**config.mk**
```make
export PLATFORM = sky130hd
export DESIGN_NAME = fizzbuzz_sequencer
export DESIGN_NICKNAME = d
export VERILOG_FILES = /design/src/rtl/fizzbuzz_sequencer.sv
export SDC_FILE = /design/constraint.sdc
export NUM_CORES = 1
export LEC_CHECK = 0
export BUFFER_PORTS_ARGS = -buffer_cell sky130_fd_sc_hd__buf_2
export CAP_MARGIN = 40
export CORE_MARGIN = 10
export CORE_UTILIZATION = 44
export CTS_BUF_LIST = sky130_fd_sc_hd__clkbuf_8
export CTS_CLUSTER_SIZE = 10
export DETAILED_ROUTE_END_ITERATION = 8
export HOLD_SLACK_MARGIN = 0.03
export PLACE_DENSITY_LB_ADDON = 0.15
export SLEW_MARGIN = 20
export SYNTH_ARGS = -nofsm -noshare
export SYNTH_HDL_FRONTEND = slang
export SYNTH_SLANG_ARGS = --single-unit
```
**constraint.sdc**
```tcl
create_clock -name clk -period 3.4 [get_ports clk]
set_clock_uncertainty 0.05 [all_clocks]
set_input_delay 0 -clock clk [delete_from_list [all_inputs] [get_ports clk]]
set_output_delay 0 -clock clk [all_outputs]
set_load 0.05 [all_outputs]
```
**src/rtl/fizzbuzz_sequencer.sv**
```systemverilog
// Run controller for the FIZZ/BUZZ period counters: holds run config, emits one
// classified event per index on a valid/ready stream. Optional stats: FIZZBUZZ_SEQ_STATS_EN.
//
// state  | meaning
// IDLE   | waiting for start, config writable
// RUN    | presenting a beat, waiting for handshake
// PAUSE  | next beat held, waiting for pause release
// DONE   | last beat accepted, config writable
module fizzbuzz_sequencer #(
    parameter int W        = 8,
    parameter int DEF_FIZZ = 3,
    parameter int DEF_BUZZ = 5,
    parameter int DEF_MAX  = 100
) (
    input  logic         clk,
    input  logic         resetn,
    input  logic         cfg_valid,
    input  logic [W-1:0] cfg_fizz,
    input  logic [W-1:0] cfg_buzz,
    input  logic [W-1:0] cfg_max,
    output logic         cfg_ready,
    output logic         cfg_err,
    input  logic         start,
    input  logic         pause,
    input  logic         abort,
    output logic         out_valid,
    input  logic         out_ready,
    output logic [1:0]   out_code,
    output logic [W-1:0] out_index,
    output logic         busy,
    output logic         done,
    output logic [W-1:0] stat_fizz,
    output logic [W-1:0] stat_buzz,
    output logic [W-1:0] stat_fb
);

    typedef enum logic [1:0] {S_IDLE, S_RUN, S_PAUSE, S_DONE} state_t;

    localparam logic [W-1:0] DEF_FIZZ_V = W'(DEF_FIZZ);
    localparam logic [W-1:0] DEF_BUZZ_V = W'(DEF_BUZZ);
    localparam logic [W-1:0] DEF_MAX_V  = W'(DEF_MAX);

    state_t       state, state_nxt;
    logic [W-1:0] fizz_q, buzz_q, max_q;
    logic [W-1:0] ph_fizz, ph_buzz, ph_fizz_nxt, ph_buzz_nxt;
    logic         cfg_acc, cfg_bad, cfg_load, hs, last_beat, run_start;

    always_comb begin
        cfg_acc     = cfg_valid & cfg_ready;
        cfg_bad     = (cfg_fizz == '0) | (cfg_buzz == '0) | (cfg_max == '0);
        cfg_load    = cfg_acc & ~cfg_bad;
        hs          = (state == S_RUN) & out_valid & out_ready;
        last_beat   = (out_index == max_q - 1'b1);
        run_start   = ~abort & start & cfg_ready;
        // Phase counters replace a divider: each wraps at its period.
        ph_fizz_nxt = (ph_fizz == fizz_q - 1'b1) ? '0 : ph_fizz + 1'b1;
        ph_buzz_nxt = (ph_buzz == buzz_q - 1'b1) ? '0 : ph_buzz + 1'b1;
    end

    always_ff @(posedge clk or negedge resetn) begin
        if (!resetn) state <= S_IDLE;
        else         state <= state_nxt;
    end

    always_comb begin
        state_nxt = state;
        if (abort) begin
            state_nxt = S_IDLE;
        end else begin
            case (state)
                S_IDLE:  if (start) state_nxt = S_RUN;
                S_RUN: begin
                    if (hs) begin
                        if (last_beat)  state_nxt = S_DONE;
                        else if (pause) state_nxt = S_PAUSE;
                    end
                end
                S_PAUSE: if (!pause) state_nxt = S_RUN;
                S_DONE: begin
                    if (start)        state_nxt = S_RUN;
                    else if (cfg_acc) state_nxt = S_IDLE;
                end
                default: state_nxt = S_IDLE;
            endcase
        end
    end

    always_comb begin
        cfg_ready = (state == S_IDLE) || (state == S_DONE);
        busy      = (state == S_RUN) || (state == S_PAUSE);
        done      = (state == S_DONE);
    end

    always_ff @(posedge clk or negedge resetn) begin
        if (!resetn) begin
            fizz_q    <= DEF_FIZZ_V;
            buzz_q    <= DEF_BUZZ_V;
            max_q     <= DEF_MAX_V;
            ph_fizz   <= '0;
            ph_buzz   <= '0;
            out_valid <= 1'b0;
            out_code  <= 2'd0;
            out_index <= '0;
            cfg_err   <= 1'b0;
        end else begin
            cfg_err <= cfg_acc & cfg_bad;
            if (cfg_load) begin
                fizz_q <= cfg_fizz;
                buzz_q <= cfg_buzz;
                max_q  <= cfg_max;
            end
            if (abort) begin
                out_valid <= 1'b0;
            end else begin
                case (state)
                    S_IDLE, S_DONE: begin
                        if (start) begin
                            out_valid <= 1'b1;
                            out_index <= '0;
                            out_code  <= 2'd3;
                            ph_fizz   <= '0;
                            ph_buzz   <= '0;
                        end
                    end
                    S_RUN: begin
                        if (hs) begin
                            if (last_beat) begin
                                out_valid <= 1'b0;
                            end else begin
                                // Payload advances even when pausing; PAUSE holds the next beat.
                                out_index <= out_index + 1'b1;
                                ph_fizz   <= ph_fizz_nxt;
                                ph_buzz   <= ph_buzz_nxt;
                                out_code  <= {ph_buzz_nxt == '0, ph_fizz_nxt == '0};
                                out_valid <= ~pause;
                            end
                        end
                    end
                    S_PAUSE: if (!pause) out_valid <= 1'b1;
                    default: out_valid <= 1'b0;
                endcase
            end
        end
    end

`ifdef FIZZBUZZ_SEQ_STATS_EN
    always_ff @(posedge clk or negedge resetn) begin
        if (!resetn) begin
            stat_fizz <= '0;
            stat_buzz <= '0;
            stat_fb   <= '0;
        end else if (run_start) begin
            stat_fizz <= '0;
            stat_buzz <= '0;
            stat_fb   <= '0;
        end else if (hs && !abort) begin
            case (out_code)
                2'd1: if (stat_fizz != '1) stat_fizz <= stat_fizz + 1'b1;
                2'd2: if (stat_buzz != '1) stat_buzz <= stat_buzz + 1'b1;
                2'd3: if (stat_fb != '1)   stat_fb   <= stat_fb + 1'b1;
                default: ;
            endcase
        end
    end
`else
    assign stat_fizz = '0;
    assign stat_buzz = '0;
    assign stat_fb   = '0;
    logic unused_stats;
    assign unused_stats = run_start;
`endif

endmodule

```
### Yosys cells after proc, flatten, opt, wreduce, memory -nomap -nowiden

Cells that the tools add are included.

| word-level totals | value |
|---|---|
| flip-flop bits (word level) | 54 |
| bits of input ports | 31 |
| word-level logic and storage cells | 85 |
| output and inout port bits | 39 |

| operators by class | value |
|---|---|
| bitwise logic cells | 10 |
| $add $sub $neg | 6 |
| equal/unequal tests | 15 |
| multiplexer cells | 31 |
| reduce and logical (&&, ||, !) cells | 13 |

Operators with widths:

| operator | number |
|---|---|
| 8-bit two-way mux | 9 |
| 8-bit case mux with 2 select lines | 3 |
| 8-bit logical NOT | 5 |
| 8-bit by 1-bit adder with 8-bit output (second input constant) | 3 |
| 8-bit == test | 3 |
| 8-bit by 1-bit subtractor with 8-bit output (second input constant) | 3 |
| 2-bit two-way mux | 11 |
| 3-bit != test (second input constant) | 4 |
| 5-bit AND reduction | 2 |
| 2-bit case mux with 4 select lines | 1 |
| 2-bit != test (second input constant) | 3 |
| 1-bit AND | 5 |
| 1-bit two-way mux | 5 |
| 2-bit == test (second input constant) | 2 |
| 4-bit by 3-bit != test with 1-bit output (second input constant) | 1 |
| 4-bit != test (second input constant) | 1 |
| 2-bit case mux with 2 select lines | 1 |
| 1-bit inverter | 3 |
| 1-bit case mux with 3 select lines | 1 |
| 3-bit AND reduction | 1 |
| 2-bit by 1-bit == test with 1-bit output (second input constant) | 1 |
| 2-bit logical NOT | 1 |
| 1-bit logical OR | 2 |
| 1-bit bitwise OR | 2 |
| other kinds (2) | 2 |

### Logic depth before layout (Yosys ltp)

Gate-level depths: netlist of run 1.

| depth | value |
|---|---|
| depth after elaboration | 7 |
| gate-level depth with buffers | 13 |
| gate-level depth less buffers | 10 |

### Worst setup path before layout of run 1

OpenSTA, ideal clock, no wires.

| path | value |
|---|---|
| path type | reg2reg |
| start | reg state[0] |
| end | reg ph_buzz[3] |
| path buffers | 1 |
| setup time | 0.120 ns |
| slack | 0.825 ns |
| clock period less this slack | 2.575 ns |
| data arrival time | 2.405 ns |
| required time | 3.230 ns |
| stages on the path, launching flop included | 10 |
| cells stage by stage | dfrtp_1 > inv_1 > ha_1 > nor2_1 > or3_1 > a21oi_1 > nand2_2 > buf_4 > a22o_1 > a31o_1 |

| on the way | value |
|---|---|
| cells in the longest elaborated chain, start to end | 5 |
| elaborated cells between the ends (all ways) | 12 |
| those cells by class | eq/ne: 5; mux: 1; bitwise: 2; reduce/logical: 4 |

RTL lines:

| item | line | source |
|---|---|---|
| start, declared | 43 | `state_t state, state_nxt;` |
| start signal, assigned | 62 | `else state <= state_nxt;` |
| 2-bit by 1-bit == test with 1-bit output | 52, 115 |  |
| 1-bit AND (2 in a row) | 52 | `hs = (state == S_RUN) & out_valid & out_ready;` |
| 2-bit != test (no source line) | -- |  |
| 5-bit AND reduction (no source line) | -- |  |
| end signal, assigned | 133 | `ph_buzz <= ph_buzz_nxt;` |
| end, declared | 45 | `logic [W-1:0] ph_fizz, ph_buzz, ph_fizz_nxt, ph_buzz_nxt;` |

Parallel ways exist; a longest one is shown, timed or not.
A chain may end at the register's enable or synchronous reset.

### Worst setup path in the final report of run 1

| path | value |
|---|---|
| start | reg max_q[0] |
| end | reg out_valid |

| on the way | value |
|---|---|
| cells in the longest elaborated chain, start to end | 6 |

RTL lines:

| item | line | source |
|---|---|---|
| start, declared | 44 | `logic [W-1:0] fizz_q, buzz_q, max_q;` |
| start signal, assigned | 110 | `max_q <= cfg_max;` |
| 8-bit by 1-bit subtractor with 8-bit output | 53 | `last_beat = (out_index == max_q - 1'b1);` |
| 8-bit == test | 53 |  |
| 1-bit two-way mux | 127 | `if (last_beat) begin` |
| 1-bit two-way mux | 126 | `if (hs) begin` |
| 1-bit case mux with 3 select lines | 115 | `case (state)` |
| 1-bit two-way mux | 112 | `if (abort) begin` |
| end signal, assigned | 135 | `out_valid <= ~pause;` |
| end, declared | 26 | `output logic out_valid,` |

Every way passes these cells. The select of a mux whose other input is x is not followed.

==> results of run 1 <==
area by class of cell:
class | count | area [um^2]
multi-input cells | 312 | 2170
well taps | 105 | 131
clock buffers | 5 | 68.8
repair buffers | 77 | 556
fillers | 752 | 3910
inverters | 16 | 60.1
clock inverters | 3 | 45.0
flip-flops and latches | 54 | 1360
layer usage:
layer	wire (um)	share of wire [%]	vias up	GRT usage, %
li1	-	-	1508	-
met2	4480	49	73	23.8
met3	460	5.0	12	3.73
met4	122	1.3	0	4.15
met5	0	0	-	0
met1	4160	45	1500	17.7
state kept, by name (all words and copies together), names as in the netlist:
register   flops
out_code       2
state          2
max_q          8
ph_fizz        8
cfg_err        1
buzz_q         8
fizz_q         8
out_valid      1
ph_buzz        8
out_index      8
logic make-up after synthesis:
| family | count (synthesis) | synth area share, % |
|---|---|---|
| flip-flops | 54 | 36.0 |
| other | 1 | 0.0994 |
| XOR/XNOR | 32 | 7.43 |
| AND/OR/NAND/NOR | 136 | 19.4 |
| buffers and inverters | 59 | 8.69 |
| AO/OA/AOI/OAI | 75 | 14.7 |
| multiplexers | 34 | 9.95 |
| adder cells (fa/ha/maj) | 11 | 3.65 |
cells in the final DEF (no fill, tap or decap), types with 13 or more instances in the layout:
| cell type | n |
|---|---|
| mux2_2 | 26 |
| inv_1 | 16 |
| conb_1 | 24 |
| nand2_1 | 26 |
| nand3_1 | 16 |
| nor2_1 | 28 |
| o21ai_1 | 19 |
| dfrtp_1 | 47 |
| dlygate4sd3_1 | 28 |
| buf_2 | 45 |
| a21oi_1 | 13 |
| xnor2_1 | 20 |
worst min-delay path by stage:
stage / startpoint / end / slack [ns] / cells past startpoint
3_3_place_gp: resetn / buzz_q[3]$_DFFE_PN0P_ / -0.09 / 1
4_1_cts: start / state[1]$_DFFE_PN0P_ / 0.06 / 3
3_5_place_dp: resetn / buzz_q[3]$_DFFE_PN0P_ / -0.09 / 1
6_report: pause / state[0]$_DFFE_PN0P_ / 0.07 / 4
5_1_grt: start / state[1]$_DFFE_PN0P_ / 0.09 / 3
2_1_floorplan: resetn / buzz_q[1]$_DFFE_PN0P_ / -0.35 / 0
worst min-delay path, cell delays in order:
cell      delay [ns]
buf_2           0.11
nand2_1         0.06
o21ai_0         0.14
a221oi_1        0.07
where the power goes:
part	internal (mW)	total, mW	leakage (nW)	switching, mW
registers	0.882	1.19	0.678	0.311
logic	0.732	1.70	1.17	0.965
clock network	0.220	0.451	0.0504	0.232
timing repair:
item                       4_1_cts  5_1_grt
setup buffers                    0        0
hold buffers                    28        0
hold endpoints to repair        45        0
setup endpoints to repair        0        0
through the flow:
stage	hold WS (ns)	area, um^2	instances	utilization (%)	total power [mW]
floorplan	-0.346	3860	425	-	2.51
global placement	-0.0950	3970	535	47.9	2.82
detailed placement	-0.0868	4000	536	48.2	2.88
CTS	0.0647	4390	572	52.9	3.37
global route	0.0943	4390	572	52.9	3.61
finish	0.0740	4390	572	52.9	3.34
==> flow_metrics.env, run 1 <==
export IMPL_status="finished, final reports clean"
export IMPL_r2r_cells=10
export IMPL_drive_above_1_share_pct=22.3
export IMPL_cp_depth=10
export IMPL_ant_nets=0
export IMPL_synth_most_common_cell="dfrtp_1"
export IMPL_syn_area_per_cell_um2=9.39
export IMPL_synth_top_area_share_pct=31.2
export IMPL_synth_seq_cells=54
export IMPL_crit_path_cell_trace="inv_1 -> ha_1 -> nand2_1 -> mux2i_1 -> a21oi_1 -> a2111oi_2 -> o21ai_1 -> nand2b_1 -> a311oi_1 -> dlygate4sd3_1"
export IMPL_rrSetupSlack_ns=0.63
export IMPL_place_congestion=0.783
export IMPL_cts_tree="yes"
export IMPL_p_leak_nw=1.90
export IMPL_die_h_um=113
export IMPL_setup_violations=0
export IMPL_root_buffer="clkbuf_8"
export IMPL_fin_crit_ns=2.77
export IMPL_clk_pin_slew_ns=0.10
export IMPL_drt_vias_per_instance=5.41
export IMPL_crit_end="out_valid$_DFFE_PN0P_"
export IMPL_yosysTopAreaCell="dfrtp_1"
export IMPL_drc=0
export IMPL_hold_violations=0
export IMPL_slew_headroom_pct=62.8
export IMPL_drt_iter0_drc=163
export IMPL_drt_pass1_iterations=4
export IMPL_clock_latency_ns=0.32
export IMPL_fmax_ghz=0.361
export IMPL_setup_worst_path_start="max_q[0]$_DFFE_PN0P_"
export IMPL_crit_required_ns=3.55
export IMPL_worst_setup_path_end_kind="flop"
export IMPL_critical_path_top_delay_family="compound AO/OA/AOI/OAI gates"
export IMPL_cts_sinks=54
export IMPL_synth_warnings=0
export IMPL_clock_path_buffers=2
export IMPL_antenna_found_initial=0
export IMPL_core_area_mm2=0.00830
export IMPL_ys_types=66
export IMPL_worstReg2RegStart="max_q[0]$_DFFE_PN0P_"
export IMPL_finalNetCount=508
export IMPL_syn2layout_area_growth_pct=16.4
export IMPL_tns_ns=0
export IMPL_path_class="reg2reg"
export IMPL_crit_slowest_cell="dlygate4sd3_1"
export IMPL_via_count=3093
export IMPL_worst_pin_slew_ns=0.557
export IMPL_hold_path_class="in2reg"
export IMPL_worstReg2RegEnd="out_valid$_DFFE_PN0P_"
export IMPL_track_usage_pct=14.3
export IMPL_overflow=0
export IMPL_fp_row_count=33
export IMPL_pwr_density_cell_mw_per_mm2=761
export IMPL_netlist_top_cells_area="dfrtp_1 31%, mux2_2 7.8%, buf_4 5.0%, dfstp_2 4.9%, xnor2_1 4.6%"
export IMPL_dieWidth_um=113
export IMPL_post_drt_wl_per_cell_um=16.1
export IMPL_cp_num_buf_inv=2
export IMPL_rsz0062_at_grt="false"
export IMPL_syn_cell_area_mm2=0.00377
export IMPL_post_route_period_util_pct=81.5
export IMPL_crit_path_max_incr_delay_ns=0.57
export IMPL_grt_pass1_vias=3096
export IMPL_ys_seq_area_share_pct=36.0
export IMPL_postSynthCellCount=402
export IMPL_dp_hpwl_mm=6.72
export IMPL_ir_worst_vdd_uv=353
export IMPL_cts_buffers=5
export IMPL_arrival_ns=2.92
export IMPL_io_pins=70
export IMPL_cts_max_level=2
export IMPL_maxCapViolCount=0
export IMPL_port_buffers=45
export IMPL_routed_wl_mm=9.22
export IMPL_crit_fanout=8
export IMPL_grt_pass1_wl_mm=15.4
export IMPL_cts_resized=0
export IMPL_initial_core_util_pct=45.5
export IMPL_grt_max_degree=38
export IMPL_die_area_mm2=0.0127
export IMPL_fin_ws_ns=0.627
export IMPL_report_final_slew_viol_count=0
export IMPL_synth_ff_type="dfrtp_1"
export IMPL_n_antenna_cell=0
export IMPL_dpl_worst_slack_ns=0.654
export IMPL_start_kind="flop"
export IMPL_synth_common_cells="47 x dfrtp_1, 28 x nor2_1, 26 x mux2_2, 26 x nand2_1, 25 x buf_4"
export IMPL_synth_edff_count=0
export IMPL_async_flop_share_pct=100
Power figures use the tool's default switching activity.
==> run 2, diff against run 1 <==
clock period = 2.84 ns   (was 3.4 ns; I/O delays follow)
==> run 2 against run 1 <==
Combinational power grew 20%. Final area shrank 0.11%. Largest power group unchanged. Routed wire length shrank 1.2%. Register-to-register slack lost 0.43 ns. Hold slack gained 0.019 ns. Total power grew 18%. Highest routed layer unchanged. Sequential power grew 18%.
==> flow_metrics.env, run 2 (same netlist as run 1, synthesis figures left out) <==
export IMPL_status="finished, final reports clean"
export IMPL_sw_frac_of_total_pct=44.7
export IMPL_grt_max_degree=37
export IMPL_io_pins=70
export IMPL_ant_nets=0
export IMPL_overflow=0
export IMPL_core_area_mm2=0.00830
export IMPL_cts_tree="yes"
export IMPL_worst_pin_slew_ns=0.498
export IMPL_place_congestion=0.779
export IMPL_rsz0062_at_grt="false"
export IMPL_fp_row_count=33
export IMPL_hold_violations=0
export IMPL_clk_pin_slew_ns=0.10
export IMPL_drt_vias_per_instance=5.33
export IMPL_arrival_ns=2.78
export IMPL_dieWidth_um=113
export IMPL_hold_depth=3
export IMPL_holdPathEnd="state[1]$_DFFE_PN0P_"
export IMPL_cts_buffers=5
export IMPL_finalInstanceArea_mm2=0.00439
export IMPL_worstReg2RegStart="max_q[0]$_DFFE_PN0P_"
export IMPL_drt_iter0_drc=124
export IMPL_start_kind="flop"
export IMPL_multi_input_comb_area_mm2=0.00218
export IMPL_worst_setup_path_end_kind="flop"
export IMPL_port_buffers=45
export IMPL_netSwitchingPower_mw=1.77
export IMPL_post_route_period_util_pct=93.1
export IMPL_ir_worst_vdd_uv=394
export IMPL_die_h_um=113
export IMPL_dp_hpwl_mm=6.71
export IMPL_hold_start="start"
export IMPL_dpl_worst_slack_ns=0.220
export IMPL_pwr_share_seq_pct=35.4
export IMPL_most_common_layout_cells="47 x dfrtp_1, 45 x buf_2, 28 x nor2_1, 28 x dlygate4sd3_1"
export IMPL_initial_core_util_pct=45.5
export IMPL_slew_headroom_pct=66.4
export IMPL_track_usage_pct=14.1
export IMPL_path_class="reg2reg"
export IMPL_root_buffer="clkbuf_8"
export IMPL_antenna_found_initial=0
export IMPL_worstReg2RegEnd="out_valid$_DFFE_PN0P_"
export IMPL_p_comb_share_pct=51.5
export IMPL_nFillCells=775
export IMPL_drt_pass1_iterations=4
export IMPL_crit_required_ns=2.98
export IMPL_hold_path_class="in2reg"
export IMPL_whs_ns=0.0931
export IMPL_die_area_mm2=0.0127
export IMPL_r2r_cells=10
export IMPL_via_count=3053
export IMPL_drc=0
export IMPL_pwr_density_cell_mw_per_mm2=902
export IMPL_fin_ws_ns=0.197
export IMPL_syn2layout_area_growth_pct=16.3
export IMPL_clock_latency_ns=0.31
export IMPL_report_final_slew_viol_count=0
export IMPL_fmax_ghz=0.378
export IMPL_grt_pass1_wl_mm=15.2
export IMPL_cts_max_level=2
export IMPL_cts_sinks=54
export IMPL_maxCapViolCount=0
export IMPL_place_area_mm2=0.00399
export IMPL_final_common_cell="dfrtp_1"
export IMPL_routed_wl_mm=9.11
export IMPL_p_clk_share_pct=13.1
export IMPL_finalNonFillerCells=573
export IMPL_rrSetupSlack_ns=0.20
export IMPL_finalNetCount=510
export IMPL_crit_fanout=8
export IMPL_placed_cells=538
export IMPL_clock_path_buffers=2
export IMPL_fin_crit_ns=2.64
export IMPL_setup_violations=0
export IMPL_tns_ns=0
export IMPL_drive_above_1_share_pct=22.9
export IMPL_regArea_mm2=0.00136
export IMPL_post_drt_wl_per_cell_um=15.9
export IMPL_p_leak_nw=1.90
export IMPL_intPower_mw=2.19
export IMPL_n_antenna_cell=0
export IMPL_grt_pass1_vias=3086
## run 2: final cells by class
class / count / area share [%]
Inverter: 16 / 1.37
Sequential cell: 54 / 31.0
Clock buffer: 5 / 1.57
Timing Repair Buffer: 79 / 12.5
Clock inverter: 2 / 0.884
Multi-Input combinational cell: 312 / 49.6
Tap cell: 105 / 2.99
## run 2: how the worst max path moves through the flow
stage                                          end            startpoint
final                        out_valid$_DFFE_PN0P_  max_q[0]$_DFFE_PN0P_
after global routing         out_valid$_DFFE_PN0P_  max_q[1]$_DFFE_PN0P_
after global placement    out_index[6]$_DFFE_PN0P_  state[0]$_DFFE_PN0P_
after CTS                    out_valid$_DFFE_PN0P_  max_q[0]$_DFFE_PN0P_
after floorplan             ph_buzz[3]$_DFFE_PN0P_  state[0]$_DFFE_PN0P_
after detailed placement    ph_fizz[6]$_DFFE_PN0P_  max_q[0]$_DFFE_PN0P_
## run 2: metal layers
metal	vias to the layer above	wire length (um)	track usage [%]
met5	-	0	0
met4	0	78	3.05
met3	7	462	3.67
met2	69	4460	24.0
met1	1468	4110	17.4
li1	1509	-	-
## run 2: critical path, stage by stage (launching register included)
cell and delay, ns:
dfrtp_1 0.44, inv_1 0.08, ha_2 0.26, nand2_1 0.07, mux2i_1 0.12, a21oi_1 0.09
a2111oi_2 0.47, o21ai_2 0.17, nand2b_1 0.13, a311oi_1 0.08, dlygate4sd3_1 0.56
## run 2: repair_timing
| action | in CTS | in global routing |
|---|---|---|
| hold buffers | 28 | 0 |
| setup buffers | 0 | 0 |
| resized for setup | 0 | 2 |
| endpoints found under the hold margin | 46 | 0 |
| endpoints found under the setup margin | 0 | 1 |
## run 2: through the flow
step,util [%],total power [mW]
detailed placement,48.1,3.42
CTS,52.8,3.99
floorplan,-,3.01
finish,52.9,3.96
global placement,48.1,3.38
global route,52.9,4.28
## run 2: power groups by stage
| stage | clock (mW) | combinational [mW] | sequential, mW |
|---|---|---|---|
| 2_1_floorplan | 0 | 1.57 | 1.44 |
| 5_1_grt | 0.574 | 2.25 | 1.46 |
| 4_1_cts | 0.542 | 2.04 | 1.40 |
| 3_3_place_gp | 0 | 1.97 | 1.41 |
| 6_report | 0.517 | 2.04 | 1.40 |
| 3_5_place_dp | 0 | 2.00 | 1.42 |
